--- src/rtl/lfsr_rng_arbiter.sv ---
// Shares one XNOR LFSR among NUM_REQ requesters: seeds it, steps it STEPS shifts
// per delivered word, grants words round-robin and flags return to the active seed.
`timescale 1ns/1ps
module lfsr_rng_arbiter #(
  parameter int NUM_BITS = 32,
  parameter int NUM_REQ  = 4,
  parameter int STEPS    = 32,
  parameter logic [NUM_BITS-1:0] DEFAULT_SEED = NUM_BITS'(1)
) (
  input  logic                CLK,
  input  logic                RST,
  input  logic                SEED_WR,
  input  logic [NUM_BITS-1:0] SEED_IN,
  output logic                SEED_ACK,
  output logic                SEED_ERR,
  input  logic [NUM_REQ-1:0]  REQ,
  output logic [NUM_REQ-1:0]  GNT,
  output logic [NUM_BITS-1:0] DATA,
  output logic                WRAP,
  input  logic                WRAP_CLR,
  output logic                LFSR_E,
  output logic                LFSR_SEED_DV,
  output logic [NUM_BITS-1:0] LFSR_SEED,
  input  logic [NUM_BITS-1:0] LFSR_DATA,
  input  logic                LFSR_DONE
);

  localparam int IW = (NUM_REQ > 1) ? $clog2(NUM_REQ) : 1;
  localparam int CW = $clog2(STEPS + 1);
  localparam logic [IW:0]   NREQ     = (IW+1)'(NUM_REQ);
  localparam logic [IW-1:0] LAST     = IW'(NUM_REQ - 1);
  localparam logic [CW-1:0] CNT_LOAD = CW'(STEPS);
  localparam logic [CW-1:0] CNT_ONE  = CW'(1);

  typedef enum logic [2:0] {INIT, IDLE, SEED, STEP, DELIVER} state_t;

  state_t              state;
  logic [NUM_BITS-1:0] seed_q;
  logic [IW-1:0]       ptr;
  logic [IW-1:0]       idx;
  logic [CW-1:0]       cnt;
  logic                stepped;
  logic                wrap_q;
  logic                seed_bad;
  logic [IW-1:0]       sel;
  logic [IW:0]         pos;

  // all-ones is the XNOR lockup state and can never be a usable seed
  assign seed_bad = &SEED_IN;
  assign WRAP     = wrap_q;

  // walk offsets from high to low so the nearest requester at/above ptr wins
  always_comb begin
    sel = ptr;
    pos = '0;
    for (int k = NUM_REQ - 1; k >= 0; k--) begin
      pos = {1'b0, ptr} + (IW+1)'(k);
      if (pos >= NREQ) pos = pos - NREQ;
      if (REQ[pos[IW-1:0]]) sel = pos[IW-1:0];
    end
  end

  always_comb begin
    LFSR_E       = 1'b0;
    LFSR_SEED_DV = 1'b0;
    LFSR_SEED    = seed_q;
    SEED_ACK     = 1'b0;
    SEED_ERR     = 1'b0;
    GNT          = '0;
    DATA         = '0;
    if (!RST) begin
      case (state)
        INIT: begin
          LFSR_E       = 1'b1;
          LFSR_SEED_DV = 1'b1;
        end
        IDLE:    SEED_ERR = SEED_WR & seed_bad;
        SEED: begin
          LFSR_E       = 1'b1;
          LFSR_SEED_DV = 1'b1;
          SEED_ACK     = 1'b1;
        end
        STEP:    LFSR_E = 1'b1;
        DELIVER: begin
          GNT  = NUM_REQ'(1) << idx;
          DATA = LFSR_DATA;
        end
        default: ;
      endcase
    end
  end

  always_ff @(posedge CLK) begin
    if (RST) begin
      state   <= INIT;
      seed_q  <= DEFAULT_SEED;
      ptr     <= '0;
      idx     <= '0;
      cnt     <= '0;
      stepped <= 1'b0;
      wrap_q  <= 1'b0;
    end else begin
      // a fresh load restarts the wrap window; otherwise a new wrap beats a clear
      if (state == SEED)            wrap_q <= 1'b0;
      else if (LFSR_DONE && stepped) wrap_q <= 1'b1;
      else if (WRAP_CLR)             wrap_q <= 1'b0;

      case (state)
        INIT: begin
          stepped <= 1'b0;
          state   <= IDLE;
        end
        IDLE: begin
          if (SEED_WR) begin
            if (!seed_bad) begin
              seed_q <= SEED_IN;
              state  <= SEED;
            end
          end else if (|REQ) begin
            idx   <= sel;
            cnt   <= CNT_LOAD;
            state <= STEP;
          end
        end
        SEED: begin
          stepped <= 1'b0;
          state   <= IDLE;
        end
        STEP: begin
          cnt     <= cnt - 1'b1;
          stepped <= 1'b1;
          if (cnt == CNT_ONE) state <= DELIVER;
        end
        DELIVER: begin
          ptr   <= (idx == LAST) ? '0 : idx + 1'b1;
          state <= IDLE;
        end
        default: begin
          seed_q <= DEFAULT_SEED;
          state  <= INIT;
        end
      endcase
    end
  end

endmodule

--- config.mk ---
export PLATFORM = sky130hd
export DESIGN_NAME = lfsr_rng_arbiter
export DESIGN_NICKNAME = d
export VERILOG_FILES = /design/src/rtl/lfsr_rng_arbiter.sv
export SDC_FILE = /design/constraint.sdc
export NUM_CORES = 1
export LEC_CHECK = 0
export CORE_ASPECT_RATIO = 1.1
export CORE_MARGIN = 2
export CORE_UTILIZATION = 38
export DETAILED_ROUTE_END_ITERATION = 12
export PLACE_DENSITY = 0.81
export SLEW_MARGIN = 20
export SYNTH_ARGS = -nofsm -noshare
export SYNTH_HDL_FRONTEND = slang
export SYNTH_SLANG_ARGS = --single-unit
--- constraint.sdc ---
create_clock -name CLK -period 2.08 [get_ports CLK]
set_input_delay 0.208 -clock CLK [delete_from_list [all_inputs] [get_ports CLK]]
set_output_delay 0.208 -clock CLK [all_outputs]
set_load 0.005 [all_outputs]
==> impl_metrics.env <==
export IMPL_worst_vdd_ir_mv=0.399
export IMPL_die_height_um=88.9
export IMPL_grt_met1_usage_pct=19.5
export IMPL_hold_viol=0
export IMPL_async_flop_share_pct=0
export IMPL_yosys_warnings=0
export IMPL_synthToLayoutAreaGrowth_pct=73.7
export IMPL_antenna_diode_count=0
export IMPL_numCtsBuffers=5
export IMPL_remaining_drc_errors=0
export IMPL_cts_tree="yes"
export IMPL_place_worst_setup_slack_ps=-146
export IMPL_gp_routability_congestion=0.751
export IMPL_detailedRoute_firstIterationViolations=122
export IMPL_netlist_area_um2=2490
export IMPL_ctsHtreeMaxLevel=2
export IMPL_cts_repair_timing_setup_buffer_count=0
export IMPL_critical_path_arrival_ps=1830
export IMPL_clk_root_buffer_cell="clkbuf_8"
export IMPL_p_leak_nw=1.84
export IMPL_clock_path_buffers=2
export IMPL_critPathRequiredTime_ps=1870
export IMPL_power_total_mw=2.05
export IMPL_detail_route_wirelength_um=7680
export IMPL_worst_r2r_path_depth=6
export IMPL_setup_worst_path_start_class="register"
export IMPL_worst_hold_path_num_cells=2
export IMPL_maximum_number_of_pins_on_one_net_before_global_route_repair=37
export IMPL_clk_insertion_delay_late_ps=290
export IMPL_area_enclosed_by_the_die_boundary_um2=7220
export IMPL_timing_final_ws_setup_ps=45.5
export IMPL_leading_register_cell_type_out_of_synthesis="dfxtp_1"
export IMPL_dp_final_hpwl_um=6060
export IMPL_cts_clk_slew_worst_paths_ps=90
export IMPL_number_of_unique_standard_cell_types_used_by_synthesis=41
export IMPL_antenna_violations_before_repair=0
export IMPL_tightestPinTransition_ps=402
export IMPL_grt_ovfl_total=0
export IMPL_antenna_left=0
export IMPL_coreArea_um2=6270
export IMPL_total_track_usage_pct=20.4
export IMPL_count_of_flip_flops_with_a_built_in_enable_after_synthesis=0
export IMPL_finalMaxSlewViolations=0
export IMPL_criticalPathCategory="register to primary output"
export IMPL_post_drt_wl_per_cell_um=14.0
export IMPL_setup_violations=0
export IMPL_initial_utilization_pct=39.7
export IMPL_drt_pass1_iter_count=4
export IMPL_worstPathMaxFanout=18
export IMPL_cells_after_synthesis=308
export IMPL_min_delay_worst_type="register to register"
export IMPL_cts_hold_buffers=0
export IMPL_grt_busiest_layer="met2"
export IMPL_critPathCaptureType="primary output"
export IMPL_row_count=30
export IMPL_synthesis_area_per_instance_um2=8.09
export IMPL_clock_skew_final_ps=4.13
export IMPL_postSynthRegisterBits=47
export IMPL_global_route_usage_met2_pct=40.1
export IMPL_synth_sequential_area_ratio_pct=37.8
export IMPL_final_core_utilization_pct=69.0
export IMPL_numPortBuffers=145
export IMPL_max_cap_violations=0
export IMPL_dr_total_vias=2760
export IMPL_pwr_density_cell_nw_per_um2=474
export IMPL_max_freq_mhz=492
export IMPL_met3_track_demand_over_resource_pct=6.06
export IMPL_finalNetCount=545
export IMPL_outcome="completed"
export IMPL_die_w_um=81.2
export IMPL_final_cell_area_um2=4330
export IMPL_placement_cell_area_um2=4180
export IMPL_timing_final_crit_share_pct=97.8
export IMPL_final_period_minus_worst_setup_slack_ps=2030
export IMPL_number_of_global_route_vias_before_repair=2645
export IMPL_synth_fp_nets=387
export IMPL_grt_first_pass_wirelength_um=11600
export IMPL_via_per_inst=5.05
export IMPL_clock_sinks=47
export IMPL_drive_above_1_share_pct=10.1
export IMPL_slew_headroom_pct=73.1
export IMPL_design_portCount=146
==> placed cells by master (no fill, tap or decap), types with 5 or more instances in the layout <==
master,n
o21ai_0,5
buf_4,21
nor2_1,7
nand3_1,6
inv_1,70
nor3_1,5
a21oi_1,9
clkdlybuf4s50_1,137
nand4_1,10
dlymetal6s2s_1,7
nand2_1,9
o32ai_1,31
clkbuf_8,5
and2_1,36
dfxtp_1,46
nand2b_1,6
nor2b_1,5
ha_1,6
==> flip-flops by register name, indices dropped and copies added (netlist names) <==
register,flops
WRAP,1
ptr,2
cnt,6
state,3
idx,2
LFSR_SEED,32
stepped,1
==> worst max-delay path, cell delays in order, from the launching register on <==
cell and delay, ps:
dfxtp_2 340, nor2_4 130, nand2_4 80, nor2_4 150, clkbuf_16 190, and2_1 140
clkdlybuf4s50_1 500
==> synth_stat cells (3+ instances only) <==
library cell | n | area share [%]
a211oi_1 | 3 | 0.90
a21oi_1 | 9 | 1.8
a31oi_1 | 3 | 0.75
and2_1 | 37 | 9.3
buf_2 | 4 | 0.80
clkbuf_1 | 13 | 2.0
dfxtp_1 | 47 | 38
ha_1 | 6 | 3.0
inv_1 | 70 | 11
mux2i_1 | 3 | 1.2
nand2_1 | 10 | 1.5
nand2b_1 | 6 | 1.5
nand3_1 | 6 | 1.2
nand4_1 | 10 | 2.5
nor2_1 | 9 | 1.4
nor2b_1 | 5 | 1.3
nor3_1 | 5 | 1.0
o21ai_0 | 5 | 1.0
o32ai_1 | 31 | 11
==> area by class of cell <==
type	count	area, um^2
Clock inverter	3	15.0
Multi-Input combinational cell	172	1230
Fill cell	527	1940
Clock buffer	5	68.8
Tap cell	80	100
Timing Repair Buffer	170	1710
Inverter	70	263
Sequential cell	47	942
==> worst paths after layout <==
kind,from,to,slack [ps]
worst min-delay path,LFSR_SEED[27],LFSR_SEED[27],480
worst max-delay path,state[1],DATA[21],50
worst max register to register,state[0],LFSR_SEED[13],290
worst min register to register,LFSR_SEED[27],LFSR_SEED[27],480
==> report_power, final <==
group,switching [mW],internal (mW),total (mW)
combinational,0.213,0.312,0.525
clock,0.297,0.230,0.528
sequential,0.0383,0.958,0.996
==> what timing repair did <==
action	in CTS	in global routing
endpoints found under the setup margin	37	36
pin swaps	1	1
gates cloned	0	1
resized for setup	5	11
==> kinds of logic after synthesis <==
group / after synthesis / share of synthesized area [%]
flops: 47 / 37.8
fa+ha+maj: 6 / 3.01
buf+inv: 89 / 14.2
compound gates: 64 / 20.1
simple gates: 99 / 23.7
mux: 3 / 1.21
==> stage by stage <==
step	instances	hold WS, ps	TNS, ps
floorplan	308	337	0
detailed placement	538	462	-713
finish	547	476	0
global placement	538	458	-157
CTS	546	477	0
global route	547	494	-134
==> routing by layer <==
metal / part of all wire [%] / vias to the layer above
met5: 0 / -
met4: 2.9 / 0
met3: 9.9 / 17
met2: 51 / 126
met1: 36 / 1248
li1: - / 1369
(Power assumes the default switching activity.)
